[config.mk]
export PLATFORM = sky130hd
export DESIGN_NAME = hex_accumulator
export DESIGN_NICKNAME = d
export VERILOG_FILES = /design/src/rtl/hex_pkg.sv /design/src/rtl/hex_seg7.sv /design/src/rtl/hex_accumulator.sv
export SDC_FILE = /design/constraint.sdc
export NUM_CORES = 1
export LEC_CHECK = 0
export CORE_ASPECT_RATIO = 0.75
export CORE_UTILIZATION = 46
export CTS_CLUSTER_SIZE = 20
export DETAILED_ROUTE_END_ITERATION = 8
export GPL_ROUTABILITY_DRIVEN = 0
export PLACE_DENSITY = 0.78
export REMOVE_ABC_BUFFERS = 1
export SLEW_MARGIN = 20
export SYNTH_ARGS = -nofsm -noshare
export SYNTH_HDL_FRONTEND = slang
export SYNTH_SLANG_ARGS = --single-unit
[constraint.sdc]
create_clock -name Clock -period 4.4 [get_ports Clock]
set_input_delay 0.88 -clock Clock [delete_from_list [all_inputs] [get_ports Clock]]
set_output_delay 0.88 -clock Clock [all_outputs]
set_load 0.02 [all_outputs]
[src/rtl/hex_pkg.sv]
// Shared constants for the hex accumulator: seven-segment glyph table,
// blank pattern, operation/flag types and the digit-count rule.
package hex_pkg;

  // Active-low glyphs, bit order gfedcba, bit 0 = segment a.
  localparam logic [6:0] SEG7 [0:15] = '{
    7'b100_0000, 7'b111_1001, 7'b010_0100, 7'b011_0000,
    7'b001_1001, 7'b001_0010, 7'b000_0010, 7'b111_1000,
    7'b000_0000, 7'b001_1000, 7'b000_1000, 7'b000_0011,
    7'b100_0110, 7'b010_0001, 7'b000_0110, 7'b000_1110
  };

  localparam logic [6:0] SEG_BLANK = 7'h7F;

  typedef enum logic {
    OP_ADD = 1'b0,
    OP_SUB = 1'b1
  } op_e;

  typedef struct packed {
    logic carry;
    logic overflow;
  } alu_flags_t;

  function automatic int ndig_of(input int width);
    return width / 4;
  endfunction

endpackage

[src/rtl/hex_seg7.sv]
// One hex digit: 4-bit nibble to active-low seven-segment pattern.
module hex_seg7
  import hex_pkg::*;
(
  input  logic [3:0] nibble,
  output logic [6:0] seg
);

  always_comb begin
    seg = SEG_BLANK;
    seg = SEG7[nibble];
  end

endmodule

[src/rtl/hex_accumulator.sv]
// Pushbutton-driven add/subtract accumulator with hex readout of the result,
// the accumulator and the operand. WIDTH must be a multiple of 4, at least 4.
module hex_accumulator
  import hex_pkg::*;
#(
  parameter  int WIDTH = 8,
  parameter  int CNT_W = 8,
  localparam int NDIG  = ndig_of(WIDTH)
) (
  input  logic               Clock,
  input  logic               Resetn,
  input  logic               key_n,
  input  logic               clr,
  input  logic               sub,
  input  logic [WIDTH-1:0]   operand,
  output logic [7*NDIG-1:0]  hex_s,
  output logic [7*NDIG-1:0]  hex_a,
  output logic [7*NDIG-1:0]  hex_b,
  output logic               carry,
  output logic               ovf_sticky,
  output logic [CNT_W-1:0]   press_cnt
);

  logic             k1_q, k1_d;
  logic             k2_q, k2_d;
  logic             k3_q, k3_d;
  logic [WIDTH-1:0] acc_q, acc_d;
  logic             ovf_q, ovf_d;
  logic [CNT_W-1:0] cnt_q, cnt_d;

  logic             press;
  op_e              op;
  logic [WIDTH:0]   sum_ext;
  logic [WIDTH-1:0] s;
  alu_flags_t       flags;

  // key_n is asynchronous: two flops for metastability, a third for edge history.
  always_comb begin
    k1_d = key_n;
    k2_d = k1_q;
    k3_d = k2_q;
  end

  assign press = k3_q & ~k2_q;
  assign op    = op_e'(sub);

  // The extra top bit of the zero-extended result is carry-out for add and
  // borrow (A < B unsigned) for subtract.
  always_comb begin
    if (op == OP_SUB) begin
      sum_ext = {1'b0, acc_q} - {1'b0, operand};
    end else begin
      sum_ext = {1'b0, acc_q} + {1'b0, operand};
    end
    s           = sum_ext[WIDTH-1:0];
    flags.carry = sum_ext[WIDTH];
    if (op == OP_SUB) begin
      flags.overflow = (acc_q[WIDTH-1] != operand[WIDTH-1]) &&
                       (s[WIDTH-1] != acc_q[WIDTH-1]);
    end else begin
      flags.overflow = (acc_q[WIDTH-1] == operand[WIDTH-1]) &&
                       (s[WIDTH-1] != acc_q[WIDTH-1]);
    end
  end

  // clr wins over a coincident press; that press is dropped, not held over.
  always_comb begin
    acc_d = acc_q;
    ovf_d = ovf_q;
    cnt_d = cnt_q;
    if (clr) begin
      acc_d = '0;
      ovf_d = 1'b0;
      cnt_d = '0;
    end else if (press) begin
      acc_d = s;
      ovf_d = ovf_q | flags.overflow;
      if (cnt_q != {CNT_W{1'b1}}) begin
        cnt_d = cnt_q + CNT_W'(1);
      end
    end
  end

  always_ff @(posedge Clock) begin
    if (!Resetn) begin
      k1_q  <= 1'b1;
      k2_q  <= 1'b1;
      k3_q  <= 1'b1;
      acc_q <= '0;
      ovf_q <= 1'b0;
      cnt_q <= '0;
    end else begin
      k1_q  <= k1_d;
      k2_q  <= k2_d;
      k3_q  <= k3_d;
      acc_q <= acc_d;
      ovf_q <= ovf_d;
      cnt_q <= cnt_d;
    end
  end

  assign carry      = flags.carry;
  assign ovf_sticky = ovf_q;
  assign press_cnt  = cnt_q;

  for (genvar g = 0; g < NDIG; g++) begin : g_digit
    hex_seg7 u_seg_s (.nibble(s[4*g +: 4]),       .seg(hex_s[7*g +: 7]));
    hex_seg7 u_seg_a (.nibble(acc_q[4*g +: 4]),   .seg(hex_a[7*g +: 7]));
    hex_seg7 u_seg_b (.nibble(operand[4*g +: 4]), .seg(hex_b[7*g +: 7]));
  end

endmodule

==> results.md <==
- Crit-path max FO: 8
- Leakage: 0.001820 uW
- Hold_buf cts: 0
- Clock-pin slew on the worst setup and hold paths: 70 ps
- Synth top area cells: ha_1 (19%), dfxtp_1 (15%), mux2i_1 (5.9%), o21ai_0 (5.2%), nand2_1 (5.1%)
- Worst path arrival time: 3450 ps
- Tightest Hold Check Type: register to register
- Power Dens Cells: 251.3 nW/um^2
- Root Buffer Master: clkbuf_8
- Port buffer count: 64
- Grt met2 use: 47.04%
- Via count: 3,065
- Sequential share of power: 17.8%
- Combinational Power Share: 64.9%
- Yosys warns: 0
- Post-synth EDFFs: 0
- Ys flop type: dfxtp_1
- Row Count: 23
- Wire per inst: 14.72 um
- Final Hold Viols: 0
- Die width: 90.45 um
- Final TNS setup: 0 ps
- TritonRoute pass-1 iters: 5
- Maximum VDD drop: 0.1503 mV
- Die Y: 68.34 um
- Max cap viols: 0
- RSZ-0062 raised after global routing: true
- Starting density of the core: 49.10%
- Period utilization: 98.31%
- Worst Setup End Kind: primary output
- Switching power: 412.7 uW
- Crit path launch type: primary input
- Net Sw Frac: 39.13%
- Worst-Margin Slew: 810.6 ps
- Fmax: 0.2312 GHz
- Die ar.: 6181 um^2
- CP required: 3520 ps
- Final setup fails: 0
- Pin count of the biggest net entering global routing: 18
- Clock Skew: 3.656 ps
- Flops & latches, synth: 20
- Ant. Diodes: 0
- Grt total ovfl: 0
- Final Net Count: 539
- Floorplan Core Area: 5497 um^2
- GRT met1 Usage: 32.43%
- Synth cell types: 55
- Fillers: 397
- Mean Syn Cell Area: 7.539 um^2
- Synth Cell Area: 2699 um^2
- Mapped Cells: 358
- Status: finished, final reports clean
- Ratio of cells with drive above 1 in the final layout: 29.19%
- Cts bufs inserted: 3
- Post-layout minimum cycle time: 4325 ps
- CTS H-tree lvls: 1
- Sequential-to-total area share from yosys stat: 14.84%
- Antenna Nets Post-Route: 0
- Final HPWL DP: 5575 um
- Initial antenna violation count: 0
- Initial detailed-routing violation count: 185
- Fin util: 76.35%
- Worst rel slew slack: 45.85%
- WS Path Type: primary input to primary output
- Reg area: 400.4 um^2
- First-pass GRT wire length: 12,850 um
- Area grow syn2layout: 55.49%
- M3 GR Usage: 3.333%
- Dpl cells: 542
- Clk network pwr share: 17.3%
- Vias in the first global route: 2,842
- I/O Pins: 65
- # DRC: 0
- Internal: 642.0 uW
- GRT Overall Usage: 25.50%
- Post-synth ARST share: 0%
- Final Cell Area: 4197 um^2
- Clock Tree Buf Depth: 2
- Clock latency on the worst-skew pair: 260 ps
- Area of the multi-input gates: 2361 um^2
- Final non-filler cell total: 558
- Top cell type by total area after synthesis: ha_1
- Total Wirelength: 8215 um
- Final Max Slew Viols: 0
- Vias per cell: 5.493
- Top Usage Layer GRT: met2
- CTS tree: built
- Share of the synthesized area in the top cell type: 19.01%
- Num Clock Sinks: 20
- Placed Instance Area: 3816 um^2
==> per-stage QoR <==
step	setup slack (ps)	power, uW	hold slack, ps
final	74.57	1055	425.6
after global routing	-29.23	1114	436.8
after CTS	76.12	994.2	432.7
after detailed placement	-986.2	796.0	414.2
after global placement	-893.3	783.7	394.8
after floorplan	-55.35	512.0	386.3
==> critical path, stage by stage <==
cell,delay [ps]
dlygate4sd2_1,270
buf_6,150
a31oi_2,150
xnor2_1,140
ha_1,290
a21o_1,220
a2111o_1,440
o21ai_4,200
nor2_4,90
buf_4,150
mux2i_1,110
o22ai_1,170
buf_2,190
==> area by class of cell <==
type                    count  share of cell area [%]
multi-input cells         301                   56.26
repair buffers            137                   28.03
flip-flops and latches     20                   9.541
inverters                  21                   2.236
well taps                  75                   2.236
clock buffers               3                  0.9839
clock inverters             1                  0.7156
==> what timing repair did <==
action	CTS	global route
buffers inserted	7	6
pin swaps	25	32
endpoints found under the setup margin	15	13
resized for setup	95	44
==> synth_stat cells (all sizes together) (4+ instances only) <==
cell type / number
mux2i: 16
a21oi: 23
nand2: 37
nand3b: 4
xnor2: 11
nand2b: 12
dfxtp: 20
a31oi: 5
o21ai: 33
ha: 41
nor2b: 5
nor2: 36
o22ai: 7
clkbuf: 14
nand3: 9
inv: 21
xor2: 7
==> power by group through the flow <==
stage	Combinational [uW]	Sequential (uW)	Clock, uW
finish	685	188	182
global route	733	188	193
CTS	622	187	185
detailed placement	604	192	0
global placement	592	192	0
floorplan	320	192	0
==> path summary, 6_finish.rpt <==
path | to | slack [ps] | startpoint | depth (start not counted)
max | hex_s[12] | 70 | sub | 13
min | k2_q$_SDFF_PN1_ | 430 | k1_q$_SDFF_PN1_ | 1
max reg2reg | acc_q[6]$_SDFFE_PP0P_ | 1840 | acc_q[0]$_SDFFE_PP0P_ | 10
min reg2reg | k2_q$_SDFF_PN1_ | 430 | k1_q$_SDFF_PN1_ | 1
==> sequential cells by signal, summed over array words and instances (netlist names) <==
name / cells
k3_q: 1
ovf_sticky: 1
k1_q: 1
press_cnt: 8
k2_q: 1
acc_q: 8
==> cells by family after synthesis <==
kind of cell | share of synthesized area [%]
compound gates | 24.48
xor+xnor | 6.120
fa+ha+maj | 19.75
buf+inv | 5.702
flops | 14.84
mux | 7.186
simple gates | 21.93
==> layer usage <==
layer	vias up	share of wire [%]	routed length, um
met5	-	0	0
met4	0	1.9	156
met3	20	5.2	430
met2	118	48	3916
met1	1408	45	3711
li1	1519	-	-
==> layout by cell type, fill, tap and decap left out, types with 3 or more instances in the layout <==
master / n
nand2_1: 36
o21ai_0: 27
mux2i_1: 16
clkdlybuf4s50_1: 41
nand2b_1: 12
clkbuf_2: 3
o211ai_1: 3
buf_4: 69
clkbuf_8: 3
nor2b_1: 3
o21ai_1: 4
or3b_2: 3
dlygate4sd2_1: 6
dfxtp_1: 20
o22ai_1: 7
nor2_1: 32
buf_6: 8
inv_2: 4
a22o_1: 3
a31oi_1: 4
a21oi_1: 22
ha_4: 5
a32o_1: 3
ha_2: 4
nand3b_1: 4
xor2_1: 6
or3_1: 3
buf_2: 4
xnor2_1: 9
nand3_1: 9
ha_1: 32
inv_1: 14
Note: power is estimated with default switching activity, not from simulation.
